## config.mk

```make
export PLATFORM = sky130hd
export DESIGN_NAME = cheri_zeroize_eng
export DESIGN_NICKNAME = d
export VERILOG_FILES = /design/src/rtl/cheri_zeroize_eng.sv
export SDC_FILE = /design/constraint.sdc
export NUM_CORES = 1
export LEC_CHECK = 0
export CELL_PAD_IN_SITES_DETAIL_PLACEMENT = 0
export CELL_PAD_IN_SITES_GLOBAL_PLACEMENT = 1
export CORE_UTILIZATION = 30
export DETAILED_ROUTE_END_ITERATION = 10
export PLACE_DENSITY_LB_ADDON = 0.1
export SLEW_MARGIN = 20
export SYNTH_ARGS = -nofsm -noshare
export SYNTH_HDL_FRONTEND = slang
export SYNTH_SLANG_ARGS = --single-unit
```

## constraint.sdc

```tcl
create_clock -name clk_i -period 7.55 [get_ports clk_i]
set_input_delay 0.755 -clock clk_i [delete_from_list [all_inputs] [get_ports clk_i]]
set_output_delay 0.755 -clock clk_i [all_outputs]
set_load 0.03 [all_outputs]
```

## src/rtl/cheri_zeroize_eng.sv

```systemverilog
// Memory zeroization engine: clears [base, top) with pipelined zero stores.
// Sweeps up or down, tracks outstanding LSU requests, supports abort.
//
// Ports:
//   clk_i, rst_i        clock, synchronous active-high reset
//   cmd_*               start command (base, top, direction), ready in IDLE
//   stop_i              software abort
//   unmasked_intr_i     interrupt abort (when ABORT_ON_INTR)
//   active_o, done_o    busy flag, one-cycle completion pulse
//   aborted_o, err_o    sticky status until next start
//   err_addr_o          byte address of first erroring store
//   ptr_o               committed frontier byte address
//   lsu_*               store request / grant / in-order response
module cheri_zeroize_eng #(
  parameter int WORD_BYTES      = 4,
  parameter int MAX_OUTSTANDING = 2,
  parameter bit ABORT_ON_INTR   = 1'b1
) (
  input  logic                    clk_i,
  input  logic                    rst_i,
  input  logic                    cmd_valid_i,
  output logic                    cmd_ready_o,
  input  logic [31:0]             cmd_base_i,
  input  logic [31:0]             cmd_top_i,
  input  logic                    cmd_down_i,
  input  logic                    stop_i,
  input  logic                    unmasked_intr_i,
  output logic                    active_o,
  output logic                    done_o,
  output logic                    aborted_o,
  output logic                    err_o,
  output logic [31:0]             err_addr_o,
  output logic [31:0]             ptr_o,
  output logic                    lsu_req_o,
  input  logic                    lsu_gnt_i,
  output logic [31:0]             lsu_addr_o,
  output logic [8*WORD_BYTES:0]   lsu_wdata_o,
  output logic [WORD_BYTES-1:0]   lsu_be_o,
  input  logic                    lsu_resp_valid_i,
  input  logic                    lsu_resp_err_i
);

  localparam int OB = $clog2(WORD_BYTES);
  localparam int WI = 32 - OB;
  localparam int CW = $clog2(MAX_OUTSTANDING + 1);
  localparam logic [CW-1:0] MAX_OC = CW'(MAX_OUTSTANDING);
  localparam logic [WI-1:0] ONE_W  = WI'(1);
  localparam logic [CW-1:0] ONE_C  = CW'(1);

  typedef enum logic [1:0] {
    IDLE  = 2'd0,
    ISSUE = 2'd1,
    DRAIN = 2'd2
  } state_e;

  state_e        state_q;
  logic          down_q;
  logic [WI-1:0] iptr_q;
  logic [WI-1:0] cptr_q;
  logic [WI-1:0] rem_q;
  logic [WI-1:0] erra_q;
  logic [CW-1:0] oc_q;
  logic [CW-1:0] oc_d;
  logic          done_q;
  logic          aborted_q;
  logic          err_q;

  logic [WI-1:0] basew;
  logic [WI-1:0] topw;
  logic          nonempty;
  logic          stop_c;
  logic          req;
  logic          gnt_ok;
  logic          resp_ok;
  logic          last_gnt;
  logic [WI-1:0] iptr_nx;
  logic [WI-1:0] cptr_nx;
  logic [WI-1:0] resp_addr;
  logic          unused_lowbits;

  assign basew    = cmd_base_i[31:OB];
  assign topw     = cmd_top_i[31:OB];
  assign nonempty = topw > basew;

  // Low address bits are ignored: regions are word-aligned by truncation.
  assign unused_lowbits = ^{cmd_base_i[OB-1:0], cmd_top_i[OB-1:0]};

  assign stop_c = stop_i | (ABORT_ON_INTR & unmasked_intr_i);

  assign req = (state_q == ISSUE) &&
               (rem_q != '0) &&
               (oc_q < MAX_OC) &&
               !stop_c;

  assign gnt_ok   = req & lsu_gnt_i;
  assign resp_ok  = lsu_resp_valid_i &&
                    (state_q != IDLE) &&
                    (oc_q != '0);
  assign last_gnt = gnt_ok && (rem_q == ONE_W);

  assign iptr_nx = down_q ? iptr_q - ONE_W
                          : iptr_q + ONE_W;
  assign cptr_nx = down_q ? cptr_q - ONE_W
                          : cptr_q + ONE_W;

  // Down sweeps commit from top, so the word just
  // completed sits one below the committed pointer.
  assign resp_addr = down_q ? cptr_q - ONE_W : cptr_q;

  always_comb begin
    oc_d = oc_q;
    unique case ({gnt_ok, resp_ok})
      2'b10:   oc_d = oc_q + ONE_C;
      2'b01:   oc_d = oc_q - ONE_C;
      default: oc_d = oc_q;
    endcase
  end

  always_ff @(posedge clk_i) begin
    if (rst_i) begin
      state_q   <= IDLE;
      down_q    <= 1'b0;
      iptr_q    <= '0;
      cptr_q    <= '0;
      rem_q     <= '0;
      erra_q    <= '0;
      oc_q      <= '0;
      done_q    <= 1'b0;
      aborted_q <= 1'b0;
      err_q     <= 1'b0;
    end else begin
      done_q <= 1'b0;
      oc_q   <= oc_d;

      if (gnt_ok) begin
        iptr_q <= iptr_nx;
        rem_q  <= rem_q - ONE_W;
      end

      if (resp_ok) begin
        cptr_q <= cptr_nx;
        if (lsu_resp_err_i && !err_q) begin
          err_q  <= 1'b1;
          erra_q <= resp_addr;
        end
      end

      unique case (state_q)
        IDLE: begin
          if (cmd_valid_i) begin
            aborted_q <= 1'b0;
            err_q     <= 1'b0;
            erra_q    <= '0;
            if (nonempty) begin
              state_q <= ISSUE;
              down_q  <= cmd_down_i;
              iptr_q  <= cmd_down_i ? topw - ONE_W
                                    : basew;
              cptr_q  <= cmd_down_i ? topw : basew;
              rem_q   <= topw - basew;
              oc_q    <= '0;
            end else begin
              done_q <= 1'b1;
            end
          end
        end
        ISSUE: begin
          if (stop_c) begin
            state_q   <= DRAIN;
            aborted_q <= 1'b1;
          end else if (last_gnt) begin
            state_q <= DRAIN;
          end
        end
        DRAIN: begin
          if (oc_d == '0) begin
            state_q <= IDLE;
            done_q  <= 1'b1;
          end
        end
        default: state_q <= IDLE;
      endcase
    end
  end

  assign cmd_ready_o = (state_q == IDLE);
  assign active_o    = (state_q != IDLE);
  assign done_o      = done_q;
  assign aborted_o   = aborted_q;
  assign err_o       = err_q;
  assign err_addr_o  = {erra_q, {OB{1'b0}}};
  assign ptr_o       = {cptr_q, {OB{1'b0}}};
  assign lsu_req_o   = req;
  assign lsu_addr_o  = {iptr_q, {OB{1'b0}}};
  assign lsu_wdata_o = '0;
  assign lsu_be_o    = '1;

endmodule
```

Yosys cells after proc, flatten, opt, wreduce, memory -nomap -nowiden
Index checks and enable logic that the tools add are counted.
{ "op_classes": {"n_eq_ne": 10, "reduce_logical": 18, "bitwise_logic": 2, "mux": 42, "order_cmp": 2, "add_sub_neg": 9} }
{ "ops": {"columns": ["operator", "count"], "rows": [
  ["$mux 30", 21],
  ["$sub 30x1->30 const B", 4],
  ["$add 30x1->30 const B", 2],
  ["$eq 30x1->1 const B", 1],
  ["$gt 30x30->1", 1],
  ["$reduce_bool 30->1", 1],
  ["$sub 30x30->30", 1],
  ["$mux 2", 8],
  ["$mux 1", 9],
  ["$logic_and 1x1->1", 7],
  ["$ne 2x2->1 const B", 3],
  ["$pmux 2 s3", 1],
  ["$reduce_and 3->1", 2],
  ["$reduce_bool 2->1", 3],
  ["$eq 2x1->1 const B", 2],
  ["$eq 2x2->1 const B", 2],
  ["$logic_not 2->1", 2],
  ["$pmux 1 s2", 2],
  ["$pmux 2 s2", 1],
  ["$reduce_and 4->1", 1],
  ["$ne 3x3->1 const B", 1],
  ["$add 2x1->2 const B", 1],
  ["$logic_not 1->1", 2],
  ["$lt 2x2->1 const B", 1],
  ["other kinds (4)", 4]
]} }
{ "word_totals": {"ff_bits": 128, "in_bits": 73, "word_cells": 93} }

Logic depth before layout (Yosys ltp)
{ "logic_depth": {"depth_word": 10, "mapped_depth": 16, "depth_no_buf": 14} }

Least setup slack after synthesis
No wires, ideal clock.
{ "synth_path": {"kind": "register -> register", "start": "register down_q", "end": "register iptr_q[29]", "path_stages_with_launch": 10, "setup_time_ns": 0.091, "t_arrival_ns": 3.184, "setup_slack_ns": 4.275, "required_ns": 7.459, "synth_period_minus_slack_ns": 3.275, "path_cell_list": "dfxtp_1 ha_1 a2111oi_0 o21ai_1 a21oi_2 a2111oi_0 o31a_1 o21a_1 or4_1 a311oi_1"} }
{ "synth_between": {"elab_chain_cells": 5} }
{ "synth_lines": {"columns": ["item", "line", "rtl"], "rows": [
  ["start, declared", "57", "logic down_q;"],
  ["start signal, assigned", "156", "down_q <= cmd_down_i;"],
  ["$mux 30 *", "101", "assign iptr_nx = down_q ? iptr_q - ONE_W"],
  ["$mux 30 *", "135", "if (gnt_ok) begin"],
  ["$mux 30", "154", "if (nonempty) begin"],
  ["$mux 30", "150", "if (cmd_valid_i) begin"],
  ["$mux 30 *", "148", "unique case (state_q)"],
  ["end signal, assigned", "136", "iptr_q <= iptr_nx;"],
  ["end signal, assigned", "157", "iptr_q <= cmd_down_i ? topw - ONE_W"],
  ["end, declared", "58", "logic [WI-1:0] iptr_q;"]
]} }
Mark *: on every way between the ends. The rest lies on a longest branch, timed or not.
A chain may end at the register's enable or synchronous reset.

Final worst setup path
{ "layout_path": {"start": "input cmd_top_i[2]", "end": "register iptr_q[1]"} }
{ "layout_between": {"elab_chain_cells": 5} }
{ "layout_lines": {"columns": ["item", "line", "rtl"], "rows": [
  ["start, declared", "24", "input logic [31:0] cmd_top_i,"],
  ["$sub 30x1->30", "157", null],
  ["$mux 30", "157", null],
  ["$mux 30 *", "154", null],
  ["$mux 30 *", "150", null],
  ["$mux 30 *", "148", null]
]} }
Marked as above.

==> results.sh <==
export IMPL_cts_buffer_depth=2
export IMPL_max_vdd_ir_drop_v=0.000162
export IMPL_slew_headroom=0.303
export IMPL_path_max_fanout=49
export IMPL_cts_clk_slew_worst_paths_ns=0.06
export IMPL_fillerInstances=4057
export IMPL_final_setup_viol_count=0
export IMPL_drt_wl_total_mm=42.0
export IMPL_seq_area_frac_synth=0.222
export IMPL_crit_top_cell="a211oi_1"
export IMPL_max_freq_ghz=0.205
export IMPL_final_nets=1773
export IMPL_max_cap_viol_count=0
export IMPL_cts_root_buffer="clkbuf_16"
export IMPL_htreeDepth=4
export IMPL_clock_skew_ns=0.0132
export IMPL_die_w_um=198
export IMPL_clock_latency_ns=0.45
export IMPL_post_cts_resized=0
export IMPL_first_pass_iters=6
export IMPL_start_kind="input port"
export IMPL_cp_data_required_time_ns=7.90
export IMPL_min_path_type="reg2reg"
export IMPL_netlist_instances=1528
export IMPL_fp_dieH_um=198
export IMPL_layout_drive_gt1_share=0.0498
export IMPL_fin_crit_sh=0.646
export IMPL_hold_slack_ns=0.495
export IMPL_grt_pass1_wl_mm=63.5
export IMPL_path_cells="clkdlybuf4s50_1, inv_1, ha_1, fa_1, nand2b_1, a21oi_1, o21bai_1, a41oi_1, o2111ai_1, a21oi_4, buf_12, buf_4, a211oi_1, a211oi_1"
export IMPL_yosysWarnings=0
export IMPL_syn_area_per_cell_um2=7.56
export IMPL_synthArstFlopShare=0
export IMPL_critPathBufInv=4
export IMPL_io_pins=212
export IMPL_synth_area_um2=11600
export IMPL_drc=0
export IMPL_worstMarginPinSlew_ns=1.04
export IMPL_max_stage_delay_ns=0.75
export IMPL_grt_max_degree=86
export IMPL_vias_per_cell=5.18
export IMPL_placementRows=71
export IMPL_period_needed_ns=4.87
export IMPL_crit_type="in2reg"
export IMPL_cts_inserted_buffers=17
export IMPL_ant_nets=0
export IMPL_postCtsSetupRepairBufs=0
export IMPL_cts_sinks=128
export IMPL_coreArea_um2=37800
export IMPL_instances_no_fill=2157
export IMPL_vias=11164
export IMPL_gr_usage_all_layers=0.213
export IMPL_wl_per_cell_um=19.5
export IMPL_drt_iter0_drc=562
export IMPL_end_kind="flip-flop"
export IMPL_dpl_cell_count=2124
export IMPL_power_leakage_nw=5.30
export IMPL_finalHoldViolCount=0
export IMPL_final_core_util=0.371
export IMPL_holdBufCountCts=0
export IMPL_outcome="complete, no violations"
export IMPL_tns_ns=0
export IMPL_synth_seq_cells=128
export IMPL_cp_slowest_cell="a21oi_4"
export IMPL_synth_edf_count=0
export IMPL_antenna_found_initial=0
export IMPL_rsz0062_at_grt="false"
export IMPL_grt_overflow=0
export IMPL_maxSlewViolCount=0
export IMPL_power_density_nw_per_um2=175
export IMPL_dieArea_um2=39300
export IMPL_syn2layout_area_growth_pct=21.2
export IMPL_crit_family="compound AO/OA/AOI/OAI gates"
export IMPL_area_sequential_um2=2560
export IMPL_grt_pass1_vias=10461
export IMPL_cts_tree="yes"
export IMPL_yosys_most_used_dff="dfxtp_1"
export IMPL_ys_types=80
export IMPL_crit_arrival_ns=5.22
export IMPL_io_buffers=164
export IMPL_place_detailed_hpwl_mm=32.7
export IMPL_gp_congestion=0.888
export IMPL_multiInputGateArea_um2=8250
export IMPL_initial_core_util=0.306
==> tightest hold or removal path: stages, from the launching register on <==
cell and delay [ns]:
dfxtp_1 0.30, nor2_1 0.10, nor3_1 0.05
==> cell families after synthesis <==
logic type	after synthesis	synth area share
xor gates and xnor gates	143	0.108
AOI/OAI and AO/OA	424	0.247
other	2	0.000650
DFF	128	0.222
and+or+nand+nor	542	0.239
adders and majority gates	68	0.0749
buffers and inverters	188	0.0791
muxes	33	0.0286
==> layout make-up <==
type	instances	area share
multi-input cells	1253	0.589
flip-flops and latches	128	0.183
clock inverters	11	0.00920
repair buffers	176	0.124
well taps	511	0.0456
diodes	1	0.000179
inverters	56	0.0150
clock buffers	21	0.0343
==> stage by stage <==
step | setup WS [ns] | area [um^2] | total power, mW
global route | 2.38 | 14000 | 2.58
floorplan | 4.28 | 11700 | 1.34
CTS | 2.70 | 14000 | 2.48
detailed placement | 2.21 | 13400 | 1.60
global placement | 2.26 | 13400 | 1.60
finish | 2.68 | 14000 | 2.45
==> per-layer routing <==
| layer | part of all wire | GRT usage | vias up |
|---|---|---|---|
| met3 | 0.036 | 0.0273 | 39 |
| li1 | - | - | 5704 |
| met4 | 0.020 | 0.0594 | 0 |
| met5 | 0 | 0 | - |
| met1 | 0.49 | 0.295 | 5181 |
| met2 | 0.46 | 0.344 | 240 |
==> worst paths after layout <==
check          startpoint    endpoint  slack [ns]  cells past startpoint
max          cmd_top_i[2]   iptr_q[1]        2.68                     14
max reg2reg        down_q  iptr_q[29]        3.57                     10
min            erra_q[14]  erra_q[14]        0.49                      2
min reg2reg    erra_q[14]  erra_q[14]        0.49                      2
==> synthesized netlist by cell type, types with 8 or more instances <==
library cell	number	area, um^2
xor2_1	69	604
xnor2_1	74	648
buf_4	45	338
and2_1	9	56.3
mux2i_1	33	330
nand3_1	28	140
nor4_1	17	106
and4_1	10	87.6
o21bai_1	9	67.6
a311oi_1	8	70.1
o21a_1	12	90.1
o211ai_1	12	90.1
nand2_1	109	409
inv_1	56	210
a211oi_1	102	766
nand3b_1	8	60.1
a21oi_1	104	521
nand2b_1	14	87.6
o21ai_0	59	295
nor2b_1	14	87.6
a21o_1	25	188
o31ai_1	8	60.1
clkbuf_1	58	218
dfxtp_1	128	2560
nor3_1	49	245
or4_1	8	60.1
nor2_1	187	702
or3_1	17	106
buf_2	26	130
a31oi_1	12	75.1
ha_1	66	826
nand4_1	19	119
and3_1	14	87.6
==> state kept, by name, indices dropped and copies added (netlist names) <==
| signal | cells |
|---|---|
| cptr_q | 30 |
| erra_q | 30 |
| iptr_q | 30 |
| rem_q | 30 |
| oc_q | 2 |
| state_q | 2 |
| aborted_o | 1 |
| done_o | 1 |
| down_q | 1 |
| err_o | 1 |
==> power by group <==
group	switching (mW)	leakage, nW	total, mW	internal (mW)
registers	0.0755	1.05	0.800	0.724
logic	0.481	3.96	0.787	0.306
clock network	0.345	0.296	0.867	0.523
total	0.901	5.30	2.45	1.55
==> placed cells by master, fill, tap and decap left out, types with 17 or more instances in the layout <==
cell / count
clkbuf_16: 17
or3_1: 17
nand4_1: 19
nand2_1: 109
nor3_1: 49
a211oi_1: 102
nor4_1: 17
dfxtp_1: 128
nand3_1: 28
inv_1: 56
mux2i_1: 33
ha_1: 66
o21ai_0: 59
a21o_1: 25
xor2_1: 69
nor2_1: 185
xnor2_1: 74
a21oi_1: 104
clkdlybuf4s50_1: 162
conb_1: 43
Power figures use the tool's default switching activity.
